--- src/rtl/fft_bitrev_loader.sv ---
// Input reorder buffer for the radix-2 FFT: loads one frame in natural order at
// bit-reversed addresses, then issues N/2 registered (A, B) operand pairs.
module fft_bitrev_loader #(
    parameter int                 LOG2_N      = 3,
    parameter int                 WORD_SZ     = 32,
    parameter logic [WORD_SZ-1:0] TWIDDLE_ONE = 32'h0040_0000
) (
    input  logic                 i_CLK,
    input  logic                 i_RST,
    input  logic [WORD_SZ-1:0]   i_data,
    input  logic                 i_valid,
    output logic                 o_ready,
    output logic [WORD_SZ-1:0]   o_A,
    output logic [WORD_SZ-1:0]   o_B,
    output logic [WORD_SZ-1:0]   o_twiddleA,
    output logic                 o_valid,
    input  logic                 i_ready,
    output logic [LOG2_N-2:0]    o_pair_idx,
    output logic                 o_frame_done
);

    localparam int                N       = 1 << LOG2_N;
    localparam int                PAIR_W  = LOG2_N - 1;
    localparam logic [LOG2_N-1:0] LAST_WR = '1;
    localparam logic [PAIR_W-1:0] LAST_K  = '1;

    typedef enum logic [1:0] {
        S_FILL,
        S_PRIME,
        S_DRAIN
    } state_t;

    state_t              r_state;
    state_t              w_next_state;
    logic [WORD_SZ-1:0]  r_mem [N];
    logic [LOG2_N-1:0]   r_wr_cnt;
    logic [WORD_SZ-1:0]  r_A;
    logic [WORD_SZ-1:0]  r_B;
    logic [PAIR_W-1:0]   r_pair_idx;
    logic                r_valid;
    logic                r_frame_done;
    logic                w_accept;
    logic                w_load_en;
    logic [PAIR_W-1:0]   w_load_k;
    logic                w_finish;

    function automatic logic [LOG2_N-1:0] bitrev(input logic [LOG2_N-1:0] v);
        logic [LOG2_N-1:0] r;
        for (int i = 0; i < LOG2_N; i++) begin
            r[i] = v[LOG2_N-1-i];
        end
        return r;
    endfunction

    always_ff @(posedge i_CLK or negedge i_RST) begin
        if (!i_RST) begin
            r_state <= S_FILL;
        end else begin
            r_state <= w_next_state;
        end
    end

    always_comb begin
        w_next_state = r_state;
        o_ready      = 1'b0;
        w_load_en    = 1'b0;
        w_load_k     = '0;
        w_finish     = 1'b0;
        case (r_state)
            S_FILL: begin
                o_ready = 1'b1;
                if (i_valid && (r_wr_cnt == LAST_WR)) begin
                    w_next_state = S_PRIME;
                end
            end
            S_PRIME: begin
                w_load_en    = 1'b1;
                w_next_state = S_DRAIN;
            end
            S_DRAIN: begin
                if (r_valid && i_ready) begin
                    if (r_pair_idx == LAST_K) begin
                        w_finish     = 1'b1;
                        w_next_state = S_FILL;
                    end else begin
                        w_load_en = 1'b1;
                        w_load_k  = r_pair_idx + PAIR_W'(1);
                    end
                end
            end
            default: w_next_state = S_FILL;
        endcase
    end

    assign w_accept = o_ready && i_valid;

    // Sample storage is never reset; a partial frame is simply overwritten.
    always_ff @(posedge i_CLK) begin
        if (w_accept) begin
            r_mem[bitrev(r_wr_cnt)] <= i_data;
        end
    end

    always_ff @(posedge i_CLK or negedge i_RST) begin
        if (!i_RST) begin
            r_wr_cnt     <= '0;
            r_A          <= '0;
            r_B          <= '0;
            r_pair_idx   <= '0;
            r_valid      <= 1'b0;
            r_frame_done <= 1'b0;
        end else begin
            r_frame_done <= w_finish;
            if (w_accept) begin
                r_wr_cnt <= r_wr_cnt + LOG2_N'(1);
            end
            // Pair k sits at adjacent addresses 2k and 2k+1 after reordering.
            if (w_load_en) begin
                r_A        <= r_mem[{w_load_k, 1'b0}];
                r_B        <= r_mem[{w_load_k, 1'b1}];
                r_pair_idx <= w_load_k;
                r_valid    <= 1'b1;
            end else if (w_finish) begin
                r_valid <= 1'b0;
            end
        end
    end

    assign o_A          = r_A;
    assign o_B          = r_B;
    assign o_pair_idx   = r_pair_idx;
    assign o_valid      = r_valid;
    assign o_frame_done = r_frame_done;
    assign o_twiddleA   = TWIDDLE_ONE;

endmodule

--- config.mk ---
export PLATFORM = sky130hd
export DESIGN_NAME = fft_bitrev_loader
export DESIGN_NICKNAME = d
export VERILOG_FILES = /design/src/rtl/fft_bitrev_loader.sv
export SDC_FILE = /design/constraint.sdc
export NUM_CORES = 1
export LEC_CHECK = 0
export CAP_MARGIN = 10
export CORE_MARGIN = 2
export CORE_UTILIZATION = 49
export DETAILED_ROUTE_END_ITERATION = 8
export GPL_TIMING_DRIVEN = 0
export PLACE_DENSITY = 0.7
export SLEW_MARGIN = 20
export SYNTH_ARGS = -nofsm -noshare
export SYNTH_HDL_FRONTEND = slang
export SYNTH_SLANG_ARGS = --single-unit
export TNS_END_PERCENT = 50
--- constraint.sdc ---
create_clock -name i_CLK -period 2.8 [get_ports i_CLK]
set_input_delay 0.7 -clock i_CLK [delete_from_list [all_inputs] [get_ports i_CLK]]
set_output_delay 0.7 -clock i_CLK [all_outputs]
set_load 0.02 [all_outputs]
==> run_results.csv <==
group,metric,value,unit
drt,ant_nets,0,
drt,drt_iter0_drc,700,
sta,setup_viol,0,
synthesis,yosysTopAreaCell,"edfxtp_1",
global_route,grt_use_total,0.218,
finish,syn_to_final_growth,22.2,%
power_and_ir_drop,power,14.9,mW
floorplan,design.portCount,137,
synthesis,synth_cell_types,32,
critical_path,criticalPathCategory,"reg2out",
power_and_ir_drop,vdd_drop_max,0.518,mV
global_route,grt_pass1_vias,7335,
sta,whs,0.233,ns
synthesis,synth_seq_area_share,0.746,
clock_network,path_clk_slew,0.06,ns
power_and_ir_drop,p_seq_frac,0.457,
floorplan,core_area,0.0258,mm2
critical_path,endpoint_kind,"output pin",
clock_network,htree_levels,2,
finish,fin_cells,1326,
synthesis,synthTopCellsByArea,"edfxtp_1 (60%), dfrtp_1 (14%), mux2i_1 (5.0%), a2111oi_0 (4.0%), a211oi_1 (3.8%)",
critical_path,crit_arrival,1.91,ns
power_and_ir_drop,power_frac_clock,0.275,
min_path,hold_path_class,"in2async",
run_status,outcome,"complete, no violations",
drt,drt_pass1_iterations,7,
clock_network,cts.sinks,329,
sta,timing.setup.tns,0,ns
power_and_ir_drop,switchingPower,4.68,mW
finish,stdcell_area,0.0156,mm2
critical_path,start_kind,"flip-flop",
clock_network,clock_latency,0.52,ns
power_and_ir_drop,p_int,10.2,mW
clock_network,cts_tree,"done",
clock_network,cts_inserted_buffers,34,
sta,finalCritPeriodShare,0.931,
global_route,antenna_found_initial,1,
floorplan,fp.dieH,165,um
clock_network,clk_path_buf_depth,3,
critical_path,worstPathMaxFanout,9,
synthesis,synth_fa_ha_area_frac,0.00980,
place,place_ws,-0.117,ns
finish,n_antenna_cell,0,
global_route,overflow,0,
synthesis,yosysTopAreaCellShare,0.602,
place,placed_area,0.0146,mm2
drt,routed_wl,29400,um
sta,worst_pin_slew,0.735,ns
sta,period_needed,2.61,ns
global_route,grt_max_degree,46,
sta,skew,0.0209,ns
finish,fin_util,0.603,
synthesis,syn_inst,786,
sta,max_freq,383,MHz
place,gp_congestion,0.749,
finish,fin_nets,1011,
synthesis,netlist_area,0.0128,mm2
sta,hold_viol,0,
sta,rsz0062_at_grt,"false",
place,portBuffers,104,
finish,regArea,0.00951,mm2
synthesis,synth_compound_gate_area_share,0.0885,
synthesis,synth.avg_cell_area,16.2,um2
floorplan,std_cell_rows,59,
synthesis,synthFlopType,"edfxtp_1",
synthesis,ys_warn_count,0,
power_and_ir_drop,static-leakage-power,5.22,nW
sta,setup_ws,0.192,ns
sta,relSlewSlack,0.510,
synthesis,synth_top_family_by_area,"compound AO/OA/AOI/OAI gates",
critical_path,cp.required,2.10,ns
clock_network,cts_hold_buf,0,
drt,drc,0,
synthesis,synthSimpleGateAreaFrac,0.0596,
synthesis,ys_ff_latch,329,
floorplan,die_w,165,um
synthesis,async_flop_share,0.222,
power_and_ir_drop,combPwrFrac,0.268,
clock_network,postCtsSetupRepairBufs,0,
job,drv_cap,0,
drt,wl_per_cell,22.2,um
finish,drive_above_1_share,0.128,
power_and_ir_drop,swShare,0.315,
place,dp_hpwl,18800,um
global_route,grt_pass1_wl,43600,um
power_and_ir_drop,p_per_area,954,mW/mm2
drt,vias_per_cell,5.61,
finish,multi_input_area,0.00286,mm2
place,dp_cells,1264,
floorplan,die-area,0.0273,mm2
synthesis,synth_mux_area_frac,0.0520,
synthesis,synth_edf_count,256,
synthesis,synth-xor-area-share,0.000686,
sta,maxSlewViolCount,0,
drt,num_vias,7435,
finish,fillers,1917,
floorplan,start_util,0.494,
clock_network,cts-root-buf,"clkbuf_16",
==> cells by family (layout without fill, tap and decap cells) <==
family,Yosys count,count (layout)
DFF,329,329
and+or+nand+nor,153,153
AOI/OAI and AO/OA,139,139
buffers and inverters,86,261
muxes,66,66
adders and majority gates,10,10
other,2,32
xor gates and xnor gates,1,1
==> registers in the layout (all words and copies together), names as in the netlist <==
| register | cells |
|---|---|
| r_state | 2 |
| o_pair_idx | 2 |
| r_wr_cnt | 3 |
| o_valid | 1 |
| o_A | 32 |
| o_B | 32 |
| o_frame_done | 1 |
| r_mem | 256 |
==> placed cells by master, fill, tap and decap left out, types with 7 or more instances in the layout <==
master           instances
a2111oi_0               58
inv_1                    7
nand2_1                 10
buf_4                   35
a211oi_1                64
nor2b_1                 64
clkbuf_1                36
clkbuf_16               34
mux2i_1                 64
buf_6                   12
clkdlybuf4s50_1        103
ha_1                     9
buf_2                    9
edfxtp_1               256
dfrtp_1                 73
nor2_1                  66
conb_1                  32
==> cell usage after synthesis, types with 2 or more instances <==
cell / number
mux2_2: 2
edfxtp_1: 256
a2111oi_0: 59
o21a_1: 2
a2111oi_1: 5
a211oi_1: 64
o21ai_0: 3
buf_4: 34
mux2i_1: 64
nor2b_1: 64
clkbuf_1: 24
buf_6: 12
nand2_1: 10
and3_1: 2
dfrtp_1: 73
buf_2: 9
inv_1: 7
ha_1: 10
nor2_1: 72
conb_1: 2
==> critical path, stage by stage (launching register included) <==
cell and delay (ns):
dfrtp_1 0.38, inv_1 0.10, ha_2 0.28, clkdlybuf4s50_1 0.64
==> layer usage <==
layer,track usage,wire [um],share of wire
met2,0.360,14500,0.49
met4,0.0697,676,0.023
met3,0.0390,1950,0.066
met5,0,16,0.00054
met1,0.298,12200,0.42
==> repair_timing <==
action,CTS,global route
endpoints found under the hold margin,0,0
gates resized for setup,0,2
setup endpoints to repair,0,2
==> cell type report <==
type | count | share of cell area
Buffer | 79 | 0.0337
Clock buffer | 47 | 0.0584
Clock inverter | 15 | 0.00602
Inverter | 7 | 0.00169
Multi-Input combinational cell | 401 | 0.183
Sequential cell | 329 | 0.610
Tap cell | 335 | 0.0269
Timing Repair Buffer | 113 | 0.0796
==> power by group through the flow <==
| stage | Sequential [mW] | Combinational [mW] | Clock, mW |
|---|---|---|---|
| after floorplan | 7.31 | 1.54 | 0 |
| after global placement | 6.90 | 3.73 | 0 |
| after detailed placement | 6.88 | 3.99 | 0 |
| after CTS | 6.80 | 4.01 | 4.15 |
| after global routing | 6.87 | 4.30 | 4.35 |
| final | 6.79 | 3.98 | 4.09 |
==> final timing paths <==
kind,from,to,slack (ns),cells past startpoint
setup / recovery,r_state[0],o_ready,0.19,3
hold / removal,i_RST,o_B[5],0.23,1
setup reg to reg,o_pair_idx[0],o_B[12],0.24,7
hold reg to reg,r_wr_cnt[0],r_wr_cnt[0],0.54,1
max in group asynchronous,i_RST,o_A[28],1.91,2
min in group i_CLK,r_wr_cnt[0],r_wr_cnt[0],0.54,1
(Power assumes the default switching activity.)
